<file path="src/rtl/fpu_fcsr_wb.sv">
// ---------------------------------------------------------------------------
// fpu_fcsr_wb
//
// Writeback and status stage placed after the FP arithmetic units. It
// buffers each FP result with its destination register, accumulates the
// sticky exception flags, holds the dynamic rounding mode and serves the
// fflags / frm / fcsr CSR accesses.
//
// Build option:
//   FPU_WB_SKID_EN  defined     -> 2-entry skid buffer with registered in_ready
//                   not defined -> single output register, in_ready follows
//                                  out_ready combinationally
//
// Ports:
//   clk, rst                  clock (rising edge), async active-high reset
//   instr_rm      in  [2:0]   rounding-mode field of the instruction
//   rm            out [1:0]   code to FP units: 00 RNE, 01 RDN, 10 RUP, 11 RTZ
//   rm_illegal    out         effective rounding mode is not supported
//   in_valid/in_ready         upstream result handshake
//   in_result     in  [FLEN]  result value
//   in_rd         in  [RDW]   destination register index
//   in_nv..in_nx  in          exception flags of this operation
//   out_valid/out_ready       downstream (register file) handshake
//   out_result    out [FLEN]  buffered result
//   out_rd        out [RDW]   buffered destination index
//   csr_en        in          CSR access this cycle
//   csr_op        in  [1:0]   00 read, 01 write, 10 set, 11 clear
//   csr_addr      in  [11:0]  0x001 fflags, 0x002 frm, 0x003 fcsr
//   csr_wdata     in  [31:0]  write/set/clear operand
//   csr_rdata     out [31:0]  pre-update read data (combinational)
//   csr_illegal   out         access to an unmapped address
// ---------------------------------------------------------------------------
module fpu_fcsr_wb #(
  parameter int FLEN = 32,
  parameter int RDW  = 5
) (
  input  logic            clk,
  input  logic            rst,
  input  logic [2:0]      instr_rm,
  output logic [1:0]      rm,
  output logic            rm_illegal,
  input  logic            in_valid,
  output logic            in_ready,
  input  logic [FLEN-1:0] in_result,
  input  logic [RDW-1:0]  in_rd,
  input  logic            in_nv,
  input  logic            in_dz,
  input  logic            in_of,
  input  logic            in_uf,
  input  logic            in_nx,
  output logic            out_valid,
  input  logic            out_ready,
  output logic [FLEN-1:0] out_result,
  output logic [RDW-1:0]  out_rd,
  input  logic            csr_en,
  input  logic [1:0]      csr_op,
  input  logic [11:0]     csr_addr,
  input  logic [31:0]     csr_wdata,
  output logic [31:0]     csr_rdata,
  output logic            csr_illegal
);

  localparam logic [11:0] ADDR_FFLAGS = 12'h001;
  localparam logic [11:0] ADDR_FRM    = 12'h002;
  localparam logic [11:0] ADDR_FCSR   = 12'h003;

  localparam logic [1:0] OP_READ  = 2'b00;
  localparam logic [1:0] OP_WRITE = 2'b01;
  localparam logic [1:0] OP_SET   = 2'b10;
  localparam logic [1:0] OP_CLEAR = 2'b11;

  logic [4:0] fflags;
  logic [2:0] frm;
  logic [4:0] fflags_mod;
  logic [2:0] frm_mod;
  logic [4:0] in_flags;
  logic [4:0] fflags_opnd;
  logic [2:0] frm_opnd;
  logic [2:0] eff_rm;
  logic       sel_fflags;
  logic       sel_frm;
  logic       mapped;
  logic       accept;

  assign accept   = in_valid & in_ready;
  assign in_flags = {in_nv, in_dz, in_of, in_uf, in_nx};

  // Rounding-mode translation. The dynamic encoding 111 in the instruction
  // selects frm; anything outside RNE/RTZ/RDN/RUP is reported as illegal
  // and a harmless RNE code is driven so the FP unit never sees garbage.
  always_comb begin
    rm         = 2'b00;
    rm_illegal = 1'b0;
    eff_rm     = (instr_rm == 3'b111) ? frm : instr_rm;
    case (eff_rm)
      3'b000:  rm = 2'b00;
      3'b001:  rm = 2'b11;
      3'b010:  rm = 2'b01;
      3'b011:  rm = 2'b10;
      default: rm_illegal = 1'b1;
    endcase
  end

  // CSR decode, read mux and field modification. The read value is the
  // current (pre-update) state. fcsr packs frm above fflags, so its frm
  // operand comes from bits [7:5] while the frm CSR uses bits [2:0].
  always_comb begin
    sel_fflags  = (csr_addr == ADDR_FFLAGS) || (csr_addr == ADDR_FCSR);
    sel_frm     = (csr_addr == ADDR_FRM)    || (csr_addr == ADDR_FCSR);
    mapped      = sel_fflags | sel_frm;
    csr_illegal = csr_en & ~mapped;
    fflags_opnd = csr_wdata[4:0];
    frm_opnd    = (csr_addr == ADDR_FCSR) ? csr_wdata[7:5] : csr_wdata[2:0];
    fflags_mod  = fflags;
    frm_mod     = frm;
    csr_rdata   = 32'd0;

    case (csr_addr)
      ADDR_FFLAGS: csr_rdata = {27'd0, fflags};
      ADDR_FRM:    csr_rdata = {29'd0, frm};
      ADDR_FCSR:   csr_rdata = {24'd0, frm, fflags};
      default:     csr_rdata = 32'd0;
    endcase

    if (csr_en && mapped) begin
      case (csr_op)
        OP_WRITE: begin
          if (sel_fflags) fflags_mod = fflags_opnd;
          if (sel_frm)    frm_mod    = frm_opnd;
        end
        OP_SET: begin
          if (sel_fflags) fflags_mod = fflags | fflags_opnd;
          if (sel_frm)    frm_mod    = frm | frm_opnd;
        end
        OP_CLEAR: begin
          if (sel_fflags) fflags_mod = fflags & ~fflags_opnd;
          if (sel_frm)    frm_mod    = frm & ~frm_opnd;
        end
        default: ;
      endcase
    end
  end

  // Status register update. Flags of an accepted operation are OR-ed in
  // after the CSR modification so a simultaneous clear can never drop them.
  always_ff @(posedge clk or posedge rst) begin
    if (rst) begin
      fflags <= 5'd0;
      frm    <= 3'd0;
    end else begin
      fflags <= fflags_mod | (accept ? in_flags : 5'd0);
      frm    <= frm_mod;
    end
  end

`ifdef FPU_WB_SKID_EN
  logic [FLEN-1:0] mem_result [2];
  logic [RDW-1:0]  mem_rd     [2];
  logic            wptr;
  logic            rptr;
  logic [1:0]      count;
  logic [1:0]      count_next;
  logic            in_ready_q;
  logic            pop;

  assign pop        = out_valid & out_ready;
  assign count_next = count + 2'(accept) - 2'(pop);
  assign in_ready   = in_ready_q;
  assign out_valid  = (count != 2'd0);
  assign out_result = mem_result[rptr];
  assign out_rd     = mem_rd[rptr];

  // Two-entry skid FIFO. in_ready is registered from the next occupancy so
  // it never depends combinationally on out_ready; it comes up one cycle
  // after reset release. Entries are cleared on reset so the outputs read
  // zero while the buffer is empty after reset.
  always_ff @(posedge clk or posedge rst) begin
    if (rst) begin
      for (int i = 0; i < 2; i++) begin
        mem_result[i] <= '0;
        mem_rd[i]     <= '0;
      end
      wptr       <= 1'b0;
      rptr       <= 1'b0;
      count      <= 2'd0;
      in_ready_q <= 1'b0;
    end else begin
      if (accept) begin
        mem_result[wptr] <= in_result;
        mem_rd[wptr]     <= in_rd;
        wptr             <= ~wptr;
      end
      if (pop) begin
        rptr <= ~rptr;
      end
      count      <= count_next;
      in_ready_q <= (count_next != 2'd2);
    end
  end
`else
  logic            valid_q;
  logic [FLEN-1:0] result_q;
  logic [RDW-1:0]  rd_q;

  assign in_ready   = ~rst & (~valid_q | out_ready);
  assign out_valid  = valid_q;
  assign out_result = result_q;
  assign out_rd     = rd_q;

  // Single output register. A new result may replace the held one in the
  // same cycle it is consumed, which keeps one result per cycle while
  // backpressure reaches in_ready immediately.
  always_ff @(posedge clk or posedge rst) begin
    if (rst) begin
      valid_q  <= 1'b0;
      result_q <= '0;
      rd_q     <= '0;
    end else if (accept) begin
      valid_q  <= 1'b1;
      result_q <= in_result;
      rd_q     <= in_rd;
    end else if (out_ready) begin
      valid_q  <= 1'b0;
    end
  end
`endif

endmodule

</file>
<file path="config.mk">
export PLATFORM = sky130hd
export DESIGN_NAME = fpu_fcsr_wb
export DESIGN_NICKNAME = d
export VERILOG_FILES = /design/src/rtl/fpu_fcsr_wb.sv
export SDC_FILE = /design/constraint.sdc
export NUM_CORES = 1
export LEC_CHECK = 0
export BUFFER_PORTS_ARGS = -buffer_cell sky130_fd_sc_hd__buf_4
export CORE_MARGIN = 2
export CORE_UTILIZATION = 40
export DETAILED_ROUTE_END_ITERATION = 8
export GPL_TIMING_DRIVEN = 0
export PLACE_DENSITY = 0.78
export SYNTH_ARGS = -nofsm -noshare
export SYNTH_HDL_FRONTEND = slang
export SYNTH_SLANG_ARGS = --single-unit
</file>
<file path="constraint.sdc">
create_clock -name clk -period 2 [get_ports clk]
set_input_delay 0.1 -clock clk [delete_from_list [all_inputs] [get_ports clk]]
set_output_delay 0.1 -clock clk [all_outputs]
set_load 0.05 [all_outputs]
</file>
==> results.json <==
{
  "pwr_density_cell_nw_per_um2": 825,
  "cp.buffers_inverters": 2,
  "worstHoldStart": "in_nv",
  "clkSlewWorstSetupHoldPaths_ns": 0.08,
  "detailedRoute.firstIterationViolations": 95,
  "worst_path_max_delay_cell": "nor4_1",
  "cts_repair_resize_count": 0,
  "via_per_inst": 4.79,
  "netlist_top_cells_area": "dfrtp_1, mux2_2, buf_4, mux2i_1, ha_1",
  "netlist.top_cell.by_area": "dfrtp_1",
  "cp-start-kind": "primary input",
  "worst_slew_pin_slew_ns": 0.643,
  "synth_edf_count": 0,
  "number_of_distinct_library_cell_variants_in_the_gate_level_netlist_after_synthesis": 37,
  "synth_area_um2": 2430,
  "dieArea_um2": 6710,
  "max-vdd-ir-drop_mv": 0.671,
  "area.growth.synth_to_final_pct": 51.0,
  "setup_violations": 0,
  "clock_insertion_delay_worst_skew_ns": 0.30,
  "pin_count_of_the_biggest_net_entering_global_routing": 25,
  "p_seq_frac": 0.381,
  "p_sw_uw": 1240,
  "postPlaceCellArea_um2": 3570,
  "layout-drive-gt1-share": 0.549,
  "grt_antenna_before_repair": 0,
  "die-height_um": 81.9,
  "totalPowerFinal_uw": 3020,
  "drc": 0,
  "grt_pass1_wl_mm": 9.82,
  "multiInputGateArea_um2": 1140,
  "slew_headroom": 0.567,
  "final_period_minus_worst_setup_slack_ns": 1.86,
  "ys_seq_area_frac": 0.474,
  "crit_start": "csr_op[0]",
  "stdcell_area_um2": 3660,
  "tritoncts.num_buffers": 5,
  "grt_setup_unrepaired": "false",
  "std_cell_rows": 28,
  "cp_cell_sequence": "buf_4 -> ha_1 -> clkbuf_1 -> nor3_1 -> a21oi_1 -> nor4_1 -> a2bb2oi_1",
  "power_frac_clock": 0.188,
  "post_synth_inst_count": 214,
  "ys_ff_latch": 46,
  "clockRootBuffer": "clkbuf_8",
  "post_synth.cell_area_avg_um2": 11.3,
  "worst_hold_path_type": "in -> reg",
  "ys.flop_type": "dfrtp_1",
  "timing.setup.tns_ns": 0,
  "layout.cells.most_common": "buf_4",
  "timing.critical_path.slowest_cell_delay_ns": 0.55,
  "routabilityCongestion": 0.927,
  "wirelength_mm": 6.35,
  "initial_utilization": 0.412,
  "core_um2": 5890,
  "ys_async_sr_fraction": 1.00,
  "cap_viol_max_count": 0,
  "clock_tree.htree_level_count": 2,
  "layoutNonFillerInstCount": 443,
  "tritoncts": "done",
  "internal_power_uw": 1780,
  "detail-route-antenna-nets": 0,
  "post_drt_wl_per_cell_um": 14.3,
  "reg2reg_setup_slack_ns": 0.23,
  "io_pins": 171,
  "grt.overflow.total": 0,
  "layout_worst_path_cycle_share": 0.928,
  "mostFrequentLayoutCells": "buf_4, dfrtp_1, mux2_2",
  "static-leakage-power_uw": 0.00185,
  "drt_first_pass_iters": 4,
  "synthDominantCellAreaShare": 0.474,
  "sequential_cell_area_um2": 1150,
  "clock-sinks": 46,
  "cell_count_after_placement": 434,
  "regToRegStartpoint": "out_valid",
  "comb_power_share": 0.431,
  "criticalPathCategory": "in -> reg",
  "final_critical_path_setup_slack_ns": 0.145,
  "power_switching_share": 0.412,
  "count_of_endpoints_failing_hold_in_the_final_timing_report": 0,
  "max_freq_mhz": 539,
  "grt_use_total": 0.190,
  "worst-path-max-fanout": 9,
  "fin_skew_ns": 0.00900,
  "crit_family": "simple AND/OR/NAND/NOR gates",
  "end_kind": "register",
  "numPortBuffers": 121,
  "filler_cell_count": 506,
  "max_slew_vio_count": 0,
  "cts_post_setup_buffers_inserted": 0,
  "outcome": "finished, final reports clean",
  "yosys_synthesis_warning_count": 0,
  "worst-endpoint-required_ns": 2.15,
  "pre_cts_ws_ns": -0.0919,
  "hpwl_mm": 5.09,
  "finalNetCount": 467,
  "antennaDiodeCount": 0,
  "clockBufferDepth": 2,
  "routed-via-count": 2122,
  "fp.dieW_um": 81.9,
  "arrival_ns": 2.01,
  "via_count_of_the_first_global_routing_pass": 2116
}
-- what timing repair did --
action | CTS | global route
endpoints found under the hold margin | 23 | 0
hold buffers | 1 | 0
endpoints found under the setup margin | 0 | 0
-- per-stage QoR --
stage / hold WS [ns] / util
after CTS: 0.00638 / 0.623
after global placement: 0.315 / 0.602
after global routing: 0.0180 / 0.623
after floorplan: 0.217 / -
after detailed placement: 0.211 / 0.607
final: 0.0136 / 0.623
-- synthesized netlist by cell type (5+ instances only) --
cell	instances
clkbuf_1	9
a21oi_1	9
dfrtp_1	46
o21ai_0	5
mux2_2	37
and3_1	6
nand2_1	6
inv_1	5
mux2i_1	6
buf_4	24
nor2_1	11
-- state kept, by name, summed over array words and instances (netlist names) --
register    flops
fflags          5
frm             3
out_rd          5
out_result     32
out_valid       1
-- worst min-delay path: stages --
cell     delay [ns]
buf_4          0.08
nand2_1        0.04
o21ai_0        0.06
-- cell type report --
class	count	area share
multi-input cells	152	0.310
clock inverters	1	0.00205
flip-flops and latches	46	0.314
well taps	75	0.0256
clock buffers	7	0.0208
plain buffers	34	0.0638
repair buffers	123	0.258
inverters	5	0.00512
-- routing by layer --
metal | vias to the layer above | share of wire | global-route usage
li1 | 1018 | - | -
met1 | 993 | 0.39 | 0.228
met3 | 5 | 0.12 | 0.0725
met5 | - | 0 | 0
met2 | 106 | 0.49 | 0.324
met4 | 0 | 0.0069 | 0.0450
-- power by group through the flow --
stage,Clock (µW),Combinational [µW],Sequential [µW]
after detailed placement,0,1310,1170
after global routing,614,1370,1170
after CTS,587,1310,1150
after global placement,0,1280,1160
after floorplan,0,384,1660
final,568,1300,1150
-- kinds of logic after synthesis --
| group | synth area share |
|---|---|
| XOR/XNOR | 0.0144 |
| multiplexers | 0.196 |
| flip-flops | 0.474 |
| other | 0.00154 |
| buffers and inverters | 0.0979 |
| AND/OR/NAND/NOR | 0.110 |
| adder cells (fa/ha/maj) | 0.0206 |
| AO/OA/AOI/OAI | 0.0851 |
-- path summary, 6_finish.rpt --
path	cells past startpoint	end
min in group asynchronous	3	out_result[11]
max reg2reg	5	out_result[29]
min reg2reg	1	out_rd[3]
min	3	fflags[4]
max	7	frm[0]
max in group asynchronous	4	fflags[4]
(Power assumes the default switching activity.)
